`src/rtl/sensor_temp_serial.sv`:
```
// ============================================================================
// Module   : sensor_temp_serial
// Purpose  : ADC0831-style serial reader producing a 5-bit temperature sample.
// Revision : 1.0
// ============================================================================
`default_nettype none

module sensor_temp_serial #(
    parameter int CLK_DIV    = 4,
    parameter int SAMPLE_GAP = 16
) (
    input  logic       clock,
    input  logic       reset,
    input  logic       en_m1,
    input  logic       adc_dout,
    output logic       adc_cs_n,
    output logic       adc_sclk,
    output logic [4:0] temperatura,
    output logic       lect,
    output logic       err
);

    localparam int               DIV_W       = (CLK_DIV > 1) ? $clog2(CLK_DIV) : 1;
    localparam int               GAP_W       = $clog2(SAMPLE_GAP + 1);
    localparam logic [DIV_W-1:0] C_DIV_LAST  = DIV_W'(CLK_DIV - 1);
    localparam logic [GAP_W-1:0] C_GAP_LAST  = GAP_W'(SAMPLE_GAP - 1);
    // 17 SCLK half-periods: 9 high phases interleaved with 8 low phases
    localparam logic [4:0]       C_HALF_LAST = 5'd16;
    localparam logic [7:0]       C_CODE_OPEN = 8'hFF;

    typedef enum logic [2:0] {
        ST_IDLE  = 3'd0,
        ST_START = 3'd1,
        ST_SHIFT = 3'd2,
        ST_DONE  = 3'd3,
        ST_GAP   = 3'd4
    } state_t;

    state_t           r_state;
    state_t           w_state_nxt;
    logic [DIV_W-1:0] r_div;
    logic [DIV_W-1:0] w_div_nxt;
    logic [4:0]       r_half;
    logic [4:0]       w_half_nxt;
    logic [GAP_W-1:0] r_gap;
    logic [GAP_W-1:0] w_gap_nxt;
    logic [7:0]       r_sr;
    logic             r_cs_n;
    logic             r_sclk;
    logic             r_lect;
    logic             r_err;
    logic [4:0]       r_temp;
    logic             w_div_end;
    logic             w_shift_en;
    logic             w_load;

    assign w_div_end = (r_div == C_DIV_LAST);

    always_comb begin
        w_state_nxt = r_state;
        w_div_nxt   = '0;
        w_half_nxt  = r_half;
        w_gap_nxt   = '0;
        case (r_state)
            ST_IDLE: begin
                w_half_nxt = '0;
                if (en_m1) begin
                    w_state_nxt = ST_START;
                end
            end
            ST_START: begin
                w_half_nxt = '0;
                w_div_nxt  = w_div_end ? '0 : r_div + DIV_W'(1);
                if (w_div_end) begin
                    w_state_nxt = ST_SHIFT;
                end
            end
            ST_SHIFT: begin
                w_div_nxt = w_div_end ? '0 : r_div + DIV_W'(1);
                if (w_div_end) begin
                    if (r_half == C_HALF_LAST) begin
                        w_half_nxt  = '0;
                        w_state_nxt = ST_DONE;
                    end else begin
                        w_half_nxt = r_half + 5'd1;
                    end
                end
            end
            ST_DONE: begin
                w_half_nxt  = '0;
                w_state_nxt = ST_GAP;
            end
            ST_GAP: begin
                w_half_nxt = '0;
                if (r_gap == C_GAP_LAST) begin
                    w_state_nxt = en_m1 ? ST_START : ST_IDLE;
                end else begin
                    w_gap_nxt = r_gap + GAP_W'(1);
                end
            end
            default: begin
                w_half_nxt  = '0;
                w_state_nxt = ST_IDLE;
            end
        endcase
    end

    // Edges 2..9 are the transitions into even half-periods >= 2
    assign w_shift_en = (r_state == ST_SHIFT) && w_div_end && r_half[0];
    assign w_load     = (r_state == ST_SHIFT) && (w_state_nxt == ST_DONE);

    always_ff @(posedge clock or posedge reset) begin
        if (reset) begin
            r_state <= ST_IDLE;
            r_div   <= '0;
            r_half  <= '0;
            r_gap   <= '0;
            r_cs_n  <= 1'b1;
            r_sclk  <= 1'b0;
            r_lect  <= 1'b0;
        end else begin
            r_state <= w_state_nxt;
            r_div   <= w_div_nxt;
            r_half  <= w_half_nxt;
            r_gap   <= w_gap_nxt;
            r_cs_n  <= !((w_state_nxt == ST_START) || (w_state_nxt == ST_SHIFT));
            r_sclk  <= (w_state_nxt == ST_SHIFT) && !w_half_nxt[0];
            r_lect  <= (w_state_nxt == ST_DONE);
        end
    end

    always_ff @(posedge clock or posedge reset) begin
        if (reset) begin
            r_sr   <= '0;
            r_temp <= '0;
            r_err  <= 1'b0;
        end else begin
            if (w_shift_en) begin
                r_sr <= {r_sr[6:0], adc_dout};
            end
            // An all-ones code means the sensor is absent; keep the old reading
            if (w_load) begin
                if (r_sr == C_CODE_OPEN) begin
                    r_err <= 1'b1;
                end else begin
                    r_temp <= r_sr[7:3];
                    r_err  <= 1'b0;
                end
            end
        end
    end

    assign adc_cs_n    = r_cs_n;
    assign adc_sclk    = r_sclk;
    assign lect        = r_lect;
    assign err         = r_err;
    assign temperatura = r_temp;

endmodule

`default_nettype wire

```
`config.mk`:
```
export PLATFORM = sky130hd
export DESIGN_NAME = sensor_temp_serial
export DESIGN_NICKNAME = d
export VERILOG_FILES = /design/src/rtl/sensor_temp_serial.sv
export SDC_FILE = /design/constraint.sdc
export NUM_CORES = 1
export LEC_CHECK = 0
export CORE_MARGIN = 8
export CORE_UTILIZATION = 50
export CTS_CLUSTER_SIZE = 8
export DETAILED_ROUTE_END_ITERATION = 10
export PLACE_DENSITY_LB_ADDON = 0.25
export SLEW_MARGIN = 40
export SYNTH_ARGS = -nofsm -noshare
export SYNTH_HDL_FRONTEND = slang
export SYNTH_SLANG_ARGS = --single-unit
```
`constraint.sdc`:
```
create_clock -name clock -period 1.65 [get_ports clock]
set_input_delay 0.33 -clock clock [delete_from_list [all_inputs] [get_ports clock]]
set_output_delay 0.33 -clock clock [all_outputs]
set_load 0.005 [all_outputs]
```
==> results.cfg <==
[yosys]
synth.yosys.seq_area_share_pct = 54.74
synth_xor_area_share_pct = 1.793
synth-edff-count = 0
synthAdderAreaFrac_pct = 3.416
postSynthRegisterBits = 32
synth_compound_gate_area_share_pct = 6.832
largest_family_of_logic_cells_by_synthesized_area = simple AND/OR/NAND/NOR gates
avgSynthCellArea_um2 = 12.52
synth_cell_types = 39
synthMuxAreaShare_pct = 12.72
synth-main-ff-cell = sky130_fd_sc_hd__dfrtp_1
synthCells = 117
post_synth_and_or_nand_nor_area_fraction_pct = 16.48
synthesis.area_um2 = 1465
synth-async-reset-ratio_pct = 100.0
synth.yosys.warnings = 0
syn_nets = 125

[grt]
grt_pass1_wl_um = 4588
first_global_vias = 1020
grt_antenna_before_repair = 0
pin_count_of_the_biggest_net_entering_global_routing = 33
grt_remaining_overflow = 0
global_route.usage.total_pct = 11.72

[placed_design]
dp_hpwl_um = 1861
place.gp.congestion = 0.7896
portBuffers = 12
place.detailed.instances = 165

[timing]
finalClockSkew_ps = 13.43
rsz0062_at_grt = true
maxSlewViolCount = 0
timing.hold.ws_ps = 311.8
period_minus_slack_ps = 1608
slew_headroom_pct = 69.60
post-route-period-util_pct = 97.44
setup-violations-final = 0
hold_viol_final = 0
tightest_slew_ps = 449.9
fmaxAchievable_mhz = 622.0

[power]
p_seq_share_pct = 47.2
clock_network_fraction_of_total_power_pct = 24.1
p_per_area_nw_per_um2 = 1080
max-vdd-ir-drop_mv = 1.027
p_int_uw = 1372
switching_share_pct = 28.99
power.total_uw = 1932
power.static_leakage_uw = 0.0008394
combPwrFrac_pct = 28.7
power.switching_uw = 560.0

[routing]
routed_via_density = 5.434
drt_wl_total_um = 2558
initialDrtViolationCount = 22
drt_pre_antenna_iters = 4
vias = 951
route.antenna.remaining_nets = 0
drt-wirelength-per-cell_um = 14.62
detail_route.drc_violations = 0

[cts]
cts-hold-fix-buffers = 0
cts.htree.levels = 2
cts_tree = built
cts.root.buffer_cell = sky130_fd_sc_hd__clkbuf_4
tritoncts.num_buffers = 5
clock_pin_slew_worst_setup_and_hold_paths_ps = 100
clock_sinks = 32
clockBufferDepth = 2
clock_latency_ps = 340

[layout]
nets = 151
drive_gt1_share_pct = 29.86
non_filler_instance_count_after_layout = 175
diodes = 0
area_growth_syn_to_layout_pct = 22.12
layout.cells.most_common = sky130_fd_sc_hd__dfrtp_1
mostFrequentLayoutCells = sky130_fd_sc_hd__dfrtp_1, sky130_fd_sc_hd__clkdlybuf4s50_1, sky130_fd_sc_hd__buf_4

[outcome]
result_of_the_run = finished, final reports clean

[die]
floorplan.io_pins = 13
die_w_um = 70.13
die_outline_area_um2 = 4918
rows = 19
floorplan.die.height_um = 70.13
core_area_um2 = 2781
floorplan.initialDensity_pct = 52.68

[setup_path]
worst-setup-path-type = flop to flop
slowest_delay_ps = 410
cells_along_the_critical_path = inv_2 > ha_1 > nand4bb_1 > nor2_4 > o21ai_4 > mux2_2
worst-path-buf-inv = 1
worstSetupStartpointType = flop
cp.arrival_ps = 1820
cp.required_ps = 1870
critical_path.slowest_cell = sky130_fd_sc_hd__dfrtp_1
crit_path_end_kind = flop
critPathTopFamily = simple AND/OR/NAND/NOR gates
timing.critical_path.fanout_max = 5

[hold_path]
hold_path_class = input port to asynchronous set/reset pin

[job]
max_cap_viol_count = 0
[cell type report]
cell class / count / area, um^2
Tap cell: 31 / 38.79
Inverter: 7 / 26.28
Multi-Input combinational cell: 74 / 634.4
Clock inverter: 2 / 10.01
Fill cell: 211 / 992.2
Sequential cell: 32 / 802.0
Clock buffer: 6 / 51.30
Timing Repair Buffer: 23 / 226.5
[power by group through the flow]
stage | sequential [uW] | combinational (uW) | clock (uW)
floorplan | 917 | 347 | 0
global placement | 924 | 494 | 0
detailed placement | 926 | 501 | 0
CTS | 911 | 499 | 486
global route | 920 | 628 | 520
finish | 911 | 555 | 466
[kinds of logic after synthesis]
kind of cell    Yosys count
fa+ha+maj                 4
compound gates           16
xor+xnor                  3
flops                    32
buf+inv                  11
mux                      14
simple gates             37
[timing repair]
| action | CTS | global route |
|---|---|---|
| gates cloned | 0 | 0 |
| pin swaps | 1 | 1 |
| setup buffers | 0 | 2 |
| gates resized for setup | 1 | 7 |
| endpoints found under the setup margin | 2 | 10 |
[through the flow]
step,worst slack [ps],area [um^2],utilization (%),setup TNS [ps]
after global placement,87.07,1684,60.55,0
after floorplan,79.78,1465,-,0
after CTS,21.07,1744,62.71,0
after detailed placement,4.868,1684,60.55,0
final,42.31,1789,64.33,0
after global routing,-46.40,1789,64.33,-115.2
[per-layer routing]
metal	part of all wire, %	vias up	global-route usage, %
li1	-	463	-
met1	44	464	12.52
met2	48	16	18.88
met3	5.1	8	4.661
met4	2.6	0	7.366
met5	0	-	0
[worst reg2reg max path: cells and delay by family (launching register included)]
family	cells	cell delay (ps)
AND/OR/NAND/NOR	2	450
adder cells (fa/ha/maj)	1	160
flip-flops	1	410
AO/OA/AOI/OAI	1	110
buffers and inverters	1	80
multiplexers	1	280
[flip-flops by register name, summed over array words and instances, names as in the netlist]
| signal | flops |
|---|---|
| err | 1 |
| r_state | 3 |
| r_gap | 5 |
| temperatura | 5 |
| lect | 1 |
| r_sr | 8 |
| r_div | 2 |
| r_half | 5 |
| adc_cs_n | 1 |
| adc_sclk | 1 |
[final timing paths]
path | startpoint | to | slack [ps] | cells past startpoint
max | r_half[0] | temperatura[2] | 40 | 6
min | reset | r_sr[5] | 310 | 3
max reg2reg | r_half[0] | temperatura[2] | 40 | 6
min reg2reg | r_div[0] | r_div[0] | 450 | 1
max in group asynchronous | reset | adc_cs_n | 1100 | 3
min in group clock | r_div[0] | r_div[0] | 450 | 1
[synthesized netlist by cell type, drive strengths merged, types with 2 or more instances]
cell type | count | share of area, %
dfrtp | 31 | 53
mux2 | 13 | 12
nor2 | 8 | 2.6
inv | 7 | 1.8
o21ai | 7 | 2.6
a21oi | 4 | 1.4
buf | 4 | 2.2
ha | 4 | 3.4
nand2 | 4 | 1.0
nand3 | 4 | 1.4
nor3 | 4 | 1.4
and3 | 2 | 0.85
nand4 | 2 | 0.85
nand4bb | 2 | 2.6
xnor2 | 2 | 1.2
No activity file was read; power rests on OpenSTA's default activity.
